--- src/rtl/mips_cpu_run_pkg.sv ---
// Shared types and default timing constants for the mips_cpu run controller.
package mips_cpu_run_pkg;

    // Run sequencing phases, from host request through CPU reset, wait, run and completion.
    typedef enum logic [2:0] {
        ST_IDLE     = 3'd0,
        ST_RST      = 3'd1,
        ST_WAIT_ACT = 3'd2,
        ST_RUN      = 3'd3,
        ST_DONE     = 3'd4
    } run_state_t;

    localparam int unsigned DEF_RESET_CYCLES   = 2;
    localparam int unsigned DEF_TIMEOUT_CYCLES = 100;
    localparam int unsigned DEF_ACTIVE_WAIT    = 2;
    localparam int unsigned DEF_CNT_W          = 32;

endpackage

--- src/rtl/mips_cpu_run_ctrl.sv ---
// Run controller for a mips_cpu_harvard instance: pulses the CPU reset, gates
// clk_enable (free-run or single-step), counts enabled RUN cycles, detects
// program end via cpu_active falling, enforces a timeout and captures v0.
module mips_cpu_run_ctrl
    import mips_cpu_run_pkg::*;
#(
    parameter int unsigned RESET_CYCLES   = DEF_RESET_CYCLES,
    parameter int unsigned TIMEOUT_CYCLES = DEF_TIMEOUT_CYCLES,
    parameter int unsigned ACTIVE_WAIT    = DEF_ACTIVE_WAIT,
    parameter int unsigned CNT_W          = DEF_CNT_W
) (
    input  logic             i_clk,
    input  logic             i_reset,
    input  logic             i_start,
    input  logic             i_abort,
    input  logic             i_step_mode,
    input  logic             i_step,
    input  logic             i_cpu_active,
    input  logic [31:0]      i_cpu_register_v0,
    output logic             o_cpu_reset,
    output logic             o_cpu_clk_enable,
    output logic             o_busy,
    output logic             o_done,
    output logic             o_timed_out,
    output logic             o_no_active,
    output logic [31:0]      o_result,
    output logic [CNT_W-1:0] o_cycle_count
);

    // The phase counter is shared by RST and WAIT_ACT, so size it for the longer of the two.
    localparam int unsigned PH_MAX = (RESET_CYCLES > ACTIVE_WAIT) ? RESET_CYCLES : ACTIVE_WAIT;
    localparam int unsigned PH_W   = (PH_MAX > 1) ? $clog2(PH_MAX) : 1;

    if (RESET_CYCLES < 1) begin : g_bad_reset_cycles
        $error("RESET_CYCLES must be at least 1");
    end
    if (ACTIVE_WAIT < 1) begin : g_bad_active_wait
        $error("ACTIVE_WAIT must be at least 1");
    end
    if (TIMEOUT_CYCLES < 1) begin : g_bad_timeout_low
        $error("TIMEOUT_CYCLES must be at least 1");
    end
    if ((64'(TIMEOUT_CYCLES) >> CNT_W) != 64'd0) begin : g_bad_timeout_width
        $error("TIMEOUT_CYCLES must be less than 2**CNT_W");
    end

    run_state_t        r_state;
    run_state_t        w_state_nxt;
    logic [PH_W-1:0]   r_phase;
    logic [PH_W-1:0]   w_phase_nxt;
    logic [CNT_W-1:0]  r_cycle_count;
    logic [CNT_W-1:0]  w_count_nxt;
    logic [31:0]       r_result;
    logic [31:0]       w_result_nxt;
    logic              r_timed_out;
    logic              w_timed_out_nxt;
    logic              r_no_active;
    logic              w_no_active_nxt;
    logic              w_clk_en;
    logic              w_run_en;

    // Next-state, datapath updates and CPU-facing outputs from the registered state.
    always_comb begin
        w_state_nxt     = r_state;
        w_phase_nxt     = r_phase;
        w_count_nxt     = r_cycle_count;
        w_result_nxt    = r_result;
        w_timed_out_nxt = r_timed_out;
        w_no_active_nxt = r_no_active;
        w_clk_en        = 1'b0;
        w_run_en        = i_step_mode ? i_step : 1'b1;

        case (r_state)
            ST_IDLE: begin
                if (i_start && !i_abort) begin
                    w_result_nxt    = '0;
                    w_count_nxt     = '0;
                    w_timed_out_nxt = 1'b0;
                    w_no_active_nxt = 1'b0;
                    w_phase_nxt     = '0;
                    w_state_nxt     = ST_RST;
                end
            end
            ST_RST: begin
                if (i_abort) begin
                    w_state_nxt = ST_IDLE;
                end else begin
                    w_clk_en = 1'b1;
                    if (r_phase == PH_W'(RESET_CYCLES - 1)) begin
                        w_phase_nxt = '0;
                        w_state_nxt = ST_WAIT_ACT;
                    end else begin
                        w_phase_nxt = r_phase + 1'b1;
                    end
                end
            end
            ST_WAIT_ACT: begin
                if (i_abort) begin
                    w_state_nxt = ST_IDLE;
                end else begin
                    w_clk_en = 1'b1;
                    if (i_cpu_active) begin
                        w_state_nxt = ST_RUN;
                    end else if (r_phase == PH_W'(ACTIVE_WAIT - 1)) begin
                        w_no_active_nxt = 1'b1;
                        w_result_nxt    = '0;
                        w_state_nxt     = ST_DONE;
                    end else begin
                        w_phase_nxt = r_phase + 1'b1;
                    end
                end
            end
            ST_RUN: begin
                if (i_abort) begin
                    w_state_nxt = ST_IDLE;
                end else begin
                    w_clk_en = w_run_en;
                    if (w_run_en) begin
                        w_count_nxt = r_cycle_count + 1'b1;
                    end
                    // Normal completion is checked first so a same-edge timeout never flags.
                    if (!i_cpu_active) begin
                        w_result_nxt = i_cpu_register_v0;
                        w_state_nxt  = ST_DONE;
                    end else if (w_run_en && (w_count_nxt == CNT_W'(TIMEOUT_CYCLES))) begin
                        w_timed_out_nxt = 1'b1;
                        w_result_nxt    = i_cpu_register_v0;
                        w_state_nxt     = ST_DONE;
                    end
                end
            end
            ST_DONE: begin
                w_state_nxt = ST_IDLE;
            end
            default: begin
                w_state_nxt = ST_IDLE;
            end
        endcase
    end

    // State register.
    always_ff @(posedge i_clk or posedge i_reset) begin
        if (i_reset) begin
            r_state <= ST_IDLE;
        end else begin
            r_state <= w_state_nxt;
        end
    end

    // Phase counter, cycle counter, captured result and sticky flags.
    always_ff @(posedge i_clk or posedge i_reset) begin
        if (i_reset) begin
            r_phase       <= '0;
            r_cycle_count <= '0;
            r_result      <= '0;
            r_timed_out   <= 1'b0;
            r_no_active   <= 1'b0;
        end else begin
            r_phase       <= w_phase_nxt;
            r_cycle_count <= w_count_nxt;
            r_result      <= w_result_nxt;
            r_timed_out   <= w_timed_out_nxt;
            r_no_active   <= w_no_active_nxt;
        end
    end

    // Host-visible status and CPU control outputs.
    always_comb begin
        o_cpu_reset      = i_reset | (r_state == ST_RST);
        o_cpu_clk_enable = w_clk_en;
        o_busy           = (r_state != ST_IDLE);
        o_done           = (r_state == ST_DONE);
        o_timed_out      = r_timed_out;
        o_no_active      = r_no_active;
        o_result         = r_result;
        o_cycle_count    = r_cycle_count;
    end

endmodule

--- config.mk ---
export PLATFORM = sky130hd
export DESIGN_NAME = mips_cpu_run_ctrl
export DESIGN_NICKNAME = d
export VERILOG_FILES = /design/src/rtl/mips_cpu_run_pkg.sv /design/src/rtl/mips_cpu_run_ctrl.sv
export SDC_FILE = /design/constraint.sdc
export NUM_CORES = 1
export LEC_CHECK = 0
export CELL_PAD_IN_SITES_DETAIL_PLACEMENT = 1
export CELL_PAD_IN_SITES_GLOBAL_PLACEMENT = 1
export CORE_AREA = 5 5 121 123
export DETAILED_ROUTE_END_ITERATION = 10
export DIE_AREA = 0 0 126 128
export PLACE_DENSITY = 0.82
export SYNTH_ARGS = -nofsm -noshare
export SYNTH_HDL_FRONTEND = slang
export SYNTH_SLANG_ARGS = --single-unit
export TNS_END_PERCENT = 20
--- constraint.sdc ---
create_clock -name i_clk -period 3 [get_ports i_clk]
set_clock_uncertainty 0.1 [all_clocks]
set_input_delay 0.6 -clock i_clk [delete_from_list [all_inputs] [get_ports i_clk]]
set_output_delay 0.6 -clock i_clk [all_outputs]
set_load 0.01 [all_outputs]
==> results of run 1 <==
-- worst min-delay path, delay by kind of cell, from the launching register on --
family,cells,cell delay [ns]
flops,1,0.35
compound gates,2,0.16
-- worst max path at each step --
stage                                            start                        to  cells after the start
after detailed placement                        i_step   o_result[4]$_DFFE_PP0P_                     12
after CTS                 o_cycle_count[7]$_DFFE_PP0P_  o_result[20]$_DFFE_PP0P_                     11
after floorplan           o_cycle_count[1]$_DFFE_PP0P_    r_state[0]$_DFFE_PP0P_                     10
final                                      i_step_mode  o_result[26]$_DFFE_PP0P_                     12
after global routing                       i_step_mode  o_result[26]$_DFFE_PP0P_                     12
after global placement                          i_step  o_result[18]$_DFFE_PP0P_                     12
-- stage by stage --
stage / setup WS, ns / instance area (sq um)
final: -0.0637 / 6950
after global routing: -0.193 / 6950
after CTS: -0.0451 / 6700
after detailed placement: -0.671 / 6060
after global placement: -0.625 / 6060
after floorplan: -0.0439 / 4360
-- per-layer routing --
metal / global-route usage, % / up-vias / wire [microns] / part of all wire, %
met4: 7.89 / 0 / 556 / 2.9
met1: 27.1 / 2419 / 7890 / 41
met2: 38.0 / 215 / 9740 / 50
met3: 4.38 / 40 / 1150 / 6.0
met5: 0 / - / 0 / 0
li1: - / 2136 / - / -
-- report_power, final --
group	total, mW	switching (mW)	internal [mW]
Clock	1.12	0.429	0.689
Sequential	1.17	0.109	1.06
Combinational	0.983	0.457	0.526
Total	3.27	0.995	2.27
-- timing repair --
action / CTS / global route
endpoints found under the hold margin: 0 / 0
cloned: 3 / 0
pin swaps: 26 / 15
buffers inserted: 15 / 11
setup endpoints to repair: 35 / 35
gates resized for setup: 38 / 65
-- cells in the mapped netlist, drive strengths merged, types with 2 or more instances --
| library cell | number | share of area [%] |
|---|---|---|
| a211oi | 3 | 0.52 |
| a21o | 3 | 0.52 |
| a21oi | 13 | 1.6 |
| a311oi | 2 | 0.40 |
| a31oi | 6 | 0.86 |
| and2 | 10 | 1.4 |
| and3 | 7 | 1.0 |
| and4 | 7 | 1.4 |
| buf | 17 | 2.0 |
| clkbuf | 24 | 2.1 |
| dfrtp | 70 | 40 |
| inv | 5 | 0.43 |
| mux2 | 32 | 8.3 |
| mux2i | 6 | 1.4 |
| nand2 | 35 | 3.0 |
| nand2b | 6 | 0.86 |
| nand3 | 18 | 2.1 |
| nand4 | 22 | 3.5 |
| nor2 | 41 | 3.5 |
| nor2b | 37 | 5.3 |
| nor3 | 17 | 2.0 |
| nor4 | 7 | 1.3 |
| o211ai | 2 | 0.35 |
| o21ai | 50 | 5.8 |
| o31ai | 11 | 1.9 |
| o41ai | 6 | 1.2 |
| or2 | 2 | 0.29 |
| or3 | 7 | 1.0 |
| or4 | 5 | 1.0 |
| or4b | 2 | 0.46 |
| xnor2 | 5 | 1.0 |
| xor2 | 3 | 0.60 |
-- cells in the final DEF (no fill, tap or decap), types with 3 or more instances in the layout --
cell | synthesis | routed
a21o_1 | 3 | 3
a21oi_1 | 12 | 10
a31oi_1 | 6 | 6
and2_1 | 9 | 8
and3_1 | 7 | 6
and4_1 | 7 | 4
and4_4 | 0 | 3
buf_12 | 0 | 3
buf_4 | 1 | 87
buf_6 | 0 | 4
clkbuf_16 | 0 | 9
clkdlybuf4s50_1 | 0 | 106
dfrtp_1 | 70 | 68
inv_1 | 5 | 3
mux2_4 | 0 | 30
mux2i_1 | 6 | 4
nand2_1 | 35 | 34
nand2b_1 | 6 | 5
nand3_1 | 18 | 14
nand3_2 | 0 | 3
nand4_1 | 20 | 20
nor2_1 | 41 | 41
nor2b_1 | 37 | 36
nor3_1 | 17 | 8
nor3_2 | 0 | 8
nor4_4 | 0 | 4
o21ai_0 | 50 | 48
o31ai_1 | 11 | 10
o41ai_1 | 6 | 6
or3_1 | 7 | 6
or4_1 | 3 | 3
xnor2_1 | 5 | 5
xor2_1 | 3 | 3
-- state kept, by name, summed over array words and instances (netlist names) --
signal / flops
o_timed_out: 1
r_state: 3
o_result: 32
r_phase: 1
o_no_active: 1
o_cycle_count: 32
-- logic make-up (layout without fill, tap and decap cells) --
kind of cell	Yosys count	in the layout	synth area share, %
AND/OR/NAND/NOR	227	228	29.3
AO/OA/AOI/OAI	102	102	14.4
flip-flops	70	70	40.3
buffers and inverters	46	225	4.49
multiplexers	38	38	9.67
XOR/XNOR	8	8	1.61
adder cells (fa/ha/maj)	1	1	0.288
-- layout make-up --
cell class | instances | area, sq um
Inverter | 5 | 22.5
Timing Repair Buffer | 204 | 1860
Tap cell | 180 | 225
Clock inverter | 5 | 57.6
Clock buffer | 11 | 253
Multi-Input combinational cell | 377 | 2770
Fill cell | 1541 | 6610
Sequential cell | 70 | 1750
==> impl_metrics.csv, run 1 <==
group,metric,value,unit
job,drv_cap,0,
sta,fin_tns_setup,-0.974,ns
floorplanning,initial_core_util,32.1,%
final_layout,area_growth,59.8,%
logic_synthesis,ys_warn_count,0,
critical_path,crit_chain,"clkdlybuf4s15_1, nand2b_4, buf_8, buf_4, nand4_1, xor2_1, nand4_1, nor4_2, nand4_1, a21oi_4, buf_6, mux2_1",
grt,globalRouteTotalUtil,21.9,%
grt,antenna_found_initial,0,
run_status,violations,"negative setup slack",
power_and_ir_drop,power_density,470,nW/um^2
worst_hold_path,hold_end,"o_timed_out$_DFFE_PP0P_",
final_layout,utilization,51.3,%
grt,overflow,0,
critical_path,r2r_slack,-0.05,ns
critical_path,worstPathMaxFanout,8,
floorplanning,rows,43,
critical_path,cp_top_family,"simple AND/OR/NAND/NOR gates",
power_and_ir_drop,p_total,3.27,mW
critical_path,cp-end-kind,"flip-flop",
logic_synthesis,async_reset_ff_share,100,%
sta,setup_viol,33,
detailed_routing,routedWlPerCell,22.7,microns
critical_path,path_buf_inv,4,
sta,rsz0062_at_grt,"true",
sta,slew_headroom,37.2,%
clock_tree,htree_levels,3,
placement,gp_congestion,0.856,
clock_tree,cts-root-buf,"clkbuf_16",
sta,timing.final.ws_setup,-0.0637,ns
floorplanning,die-width,126,microns
logic_synthesis,syn_nets,532,
placement,dpl.hpwl,11.4,mm
grt,grt_pass1_wl,28.5,mm
logic_synthesis,syn_area,4350,sq um
sta,fin_crit_sh,102,%
sta,min_period,3.06,ns
final_layout,antenna_cells,0,
clock_tree,cts_tree,"yes",
worst_hold_path,min-delay-start,"o_timed_out$_DFFE_PP0P_",
sta,finalHoldViolations,0,
critical_path,criticalPathCategory,"in -> reg",
floorplanning,design.core.area,13600,sq um
logic_synthesis,synth_edf_count,0,
placement,port_buffers,108,
floorplanning,boundaryPins,109,
critical_path,reg2reg_from,"o_cycle_count[1]$_DFFE_PP0P_",
logic_synthesis,synth_flop_cell,"dfrtp_1",
sta,slew_violations,0,
sta,max_freq,326,MHz
detailed_routing,via_count,4810,
clock_tree,clock_latency,0.34,ns
power_and_ir_drop,p_leak,2.96,nW
logic_synthesis,syn_inst,492,
final_layout,drive_gt1_share,29.0,%
critical_path,crit_slowest_cell,"mux2_1",
detailed_routing,ant_nets,0,
detailed_routing,drt-initial-drc-count,411,
clock_tree,cts.sinks,70,
run_status,outcome,"finished, violations left",
logic_synthesis,yosysUniqueCellTypes,50,
grt,grt_max_degree,71,
final_layout,fin_nets,707,
detailed_routing,routed_wirelength,19.3,mm
sta,worst_pin_slew,0.941,ns
clock_tree,clk_path_buf_depth,2,
critical_path,start_kind,"primary input",
logic_synthesis,ys_seq_area_share,40.3,%
detailed_routing,drc,0,
detailed_routing,drtPass1Iterations,5,
floorplanning,die_height,128,microns
critical_path,reg2reg_depth,11,
logic_synthesis,ys_ff_latch,70,
clock_tree,cts.hold.buffers_added,0,
clock_tree,clkTransAtPathRegs,0.06,ns
power_and_ir_drop,max-vdd-ir-drop,0.000251,V
critical_path,r2r_end,"o_result[26]$_DFFE_PP0P_",
final_layout,stdcell_count,852,
critical_path,crit_required,3.12,ns
critical_path,cpMostUsedCell,"nand4_1",
critical_path,critPathArrivalTime,3.18,ns
detailed_routing,vias_per_cell,5.65,
sta,hold_ws,0.448,ns
logic_synthesis,avgSynthCellArea,8.84,sq um
floorplanning,die_area,16100,sq um
placement,placed_cells,810,
clock_tree,cts_inserted_buffers,9,
grt,grt_pass1_vias,5074,
worst_hold_path,holdCritPathClass,"reg -> reg",
worst_hold_path,hold_depth,2,
critical_path,cpPeakStageDelay,0.34,ns
No activity file was read; power rests on OpenSTA's default activity.
==> inputs of run 2 (changes only) <==
==> constraint.sdc (replaced) <==
create_clock -name i_clk -period 3 [get_ports i_clk]
set_clock_uncertainty 0.1 [all_clocks]
set_input_delay 0.3 -clock i_clk [delete_from_list [all_inputs] [get_ports i_clk]]
set_output_delay 0.3 -clock i_clk [all_outputs]
set_load 0.005 [all_outputs]
==> run 2 against run 1 <==
Core utilization down 2.3 points. Critical path depth down 1. The run still ends with negative setup slack left. Die area unchanged. Final cell count down 1.6%. Register-to-register slack worse by 0.11 ns. Wire length down 12%. Sequential share of layout area up 1.1 points. Power down 3.6%. Global-route usage down 1.3 points. Cell area down 4.4%. Hold slack worse by 0.022 ns.
==> impl_metrics.csv, run 2 (same netlist as run 1, synthesis figures left out) <==
group,metric,value,unit
grt,globalRouteTotalUtil,20.6,%
sta,finalHoldViolations,0,
grt,overflow,0,
final_layout,most-common-layout-cells,"clkdlybuf4s50_1 (108), buf_4 (77), dfrtp_1 (70)",
critical_path,cp-end-kind,"flip-flop",
detailed_routing,vias_per_cell,5.50,
worst_hold_path,hold_depth,2,
critical_path,criticalPathCategory,"reg -> reg",
grt,grt_max_degree,71,
floorplanning,die-width,126,microns
final_layout,utilization,49.0,%
clock_tree,htree_levels,3,
final_layout,drive_gt1_share,21.6,%
sta,timing.final.ws_setup,-0.163,ns
final_layout,fin_nets,693,
critical_path,worstPathMaxFanout,8,
final_layout,area_growth,52.7,%
grt,grt_pass1_wl,26.9,mm
power_and_ir_drop,power_density,474,nW/um^2
clock_tree,cts.sinks,70,
critical_path,worst-path-stages,11,
placement,port_buffers,108,
sta,hold_ws,0.426,ns
grt,grt_pass1_vias,4971,
placement,dpl_cell_area,6070,sq um
critical_path,path_buf_inv,3,
final_layout,final_area,6640,sq um
floorplanning,rows,43,
critical_path,crit_chain,"nand4_1, buf_4, or4_4, a211oi_2, nor2_1, nor3_1, nand4_1, a21oi_4, buf_12, clkbuf_16, mux2_1",
detailed_routing,drt-initial-drc-count,345,
placement,pre_cts_ws,-0.358,ns
sta,worst_pin_slew,1.06,ns
floorplanning,die_area,16100,sq um
run_status,violations,"negative setup slack",
sta,rsz0062_at_grt,"true",
critical_path,crit_slowest_cell,"or4_4",
floorplanning,initial_core_util,32.1,%
critical_path,cp_top_family,"simple AND/OR/NAND/NOR gates",
sta,setup_viol,33,
sta,slew_violations,0,
power_and_ir_drop,p_leak,2.85,nW
floorplanning,die_height,128,microns
clock_tree,cts.hold.buffers_added,0,
critical_path,cpMostUsedCell,"nand4_1",
clock_tree,cts_inserted_buffers,9,
critical_path,critPathArrivalTime,3.28,ns
sta,min_period,3.16,ns
sta,max_freq,316,MHz
final_layout,antenna_cells,0,
final_layout,nFillCells,1508,
placement,gp_congestion,0.878,
critical_path,cpPeakStageDelay,0.47,ns
power_and_ir_drop,max-vdd-ir-drop,0.000273,V
sta,slew_headroom,29.5,%
worst_hold_path,holdCritPathClass,"reg -> reg",
critical_path,setup.worst_path.end,"o_result[13]$_DFFE_PP0P_",
detailed_routing,drtPass1Iterations,4,
critical_path,reg2reg_from,"o_cycle_count[7]$_DFFE_PP0P_",
detailed_routing,via_count,4607,
run_status,outcome,"finished, violations left",
detailed_routing,routed_wirelength,17.0,mm
clock_tree,cts_tree,"yes",
floorplanning,design.core.area,13600,sq um
critical_path,startpoint,"o_cycle_count[7]$_DFFE_PP0P_",
critical_path,start_kind,"flip-flop",
grt,antenna_found_initial,0,
clock_tree,clock_latency,0.34,ns
sta,fin_crit_sh,105,%
floorplanning,boundaryPins,109,
critical_path,r2r_slack,-0.16,ns
critical_path,r2r_end,"o_result[13]$_DFFE_PP0P_",
clock_tree,clkTransAtPathRegs,0.06,ns
detailed_routing,routedWlPerCell,20.3,microns
critical_path,crit_required,3.12,ns
job,drv_cap,0,
clock_tree,clk_path_buf_depth,2,
final_layout,final_common_cell,"clkdlybuf4s50_1",
detailed_routing,drc,0,
detailed_routing,ant_nets,0,
critical_path,reg2reg_depth,11,
placement,dpl.hpwl,11.5,mm
clock_tree,cts-root-buf,"clkbuf_16",
run 2: tightest hold or removal path: cells and delay by family, from the launching register on:
kind	cells	cell delay [ns]
DFF	1	0.35
AOI/OAI and AO/OA	2	0.14
run 2: how the worst min path moves through the flow:
| stage | slack (ns) | from | endpoint |
|---|---|---|---|
| floorplan | 0.33 | i_cpu_register_v0[0] | o_result[0]$_DFFE_PP0P_ |
| global placement | 0.43 | o_no_active$_DFFE_PP0P_ | o_no_active$_DFFE_PP0P_ |
| detailed placement | 0.42 | o_timed_out$_DFFE_PP0P_ | o_timed_out$_DFFE_PP0P_ |
| CTS | 0.43 | o_timed_out$_DFFE_PP0P_ | o_timed_out$_DFFE_PP0P_ |
| global route | 0.45 | o_timed_out$_DFFE_PP0P_ | o_timed_out$_DFFE_PP0P_ |
| finish | 0.43 | o_timed_out$_DFFE_PP0P_ | o_timed_out$_DFFE_PP0P_ |
run 2: where the power goes:
group / leakage [nW] / switching (mW) / internal (mW)
registers: 0.970 / 0.110 / 1.06
clock network: 0.149 / 0.469 / 0.657
logic: 1.73 / 0.369 / 0.486
total: 2.85 / 0.948 / 2.20
run 2: per-layer routing:
metal / wire length, microns / GRT usage, %
met4: 283 / 5.55
met3: 864 / 3.83
met2: 8690 / 37.7
met1: 7140 / 24.9
met5: 0 / 0
run 2: repair_timing:
item                                   4_1_cts  5_1_grt
pin swaps                                    6        0
setup endpoints to repair                   34       34
buffers inserted                             8        2
gates cloned                                 2        1
gates resized for setup                     16       17
endpoints found under the hold margin        0        0
run 2: area by class of cell:
type,count,area (sq um),share of cell area [%]
inverters,5,18.8,0.283
clock inverters,7,80.1,1.21
multi-input cells,376,2550,38.4
well taps,180,225,3.39
clock buffers,9,225,3.39
flip-flops and latches,70,1750,26.4
repair buffers,191,1790,27.0
run 2: stage by stage:
step	TNS (ns)	cells	total power, mW
after floorplan	-0.0910	492	1.52
after global placement	-7.60	810	1.92
after detailed placement	-11.09	810	1.97
after CTS	-1.94	836	3.14
after global routing	-8.89	838	3.29
final	-4.00	838	3.15
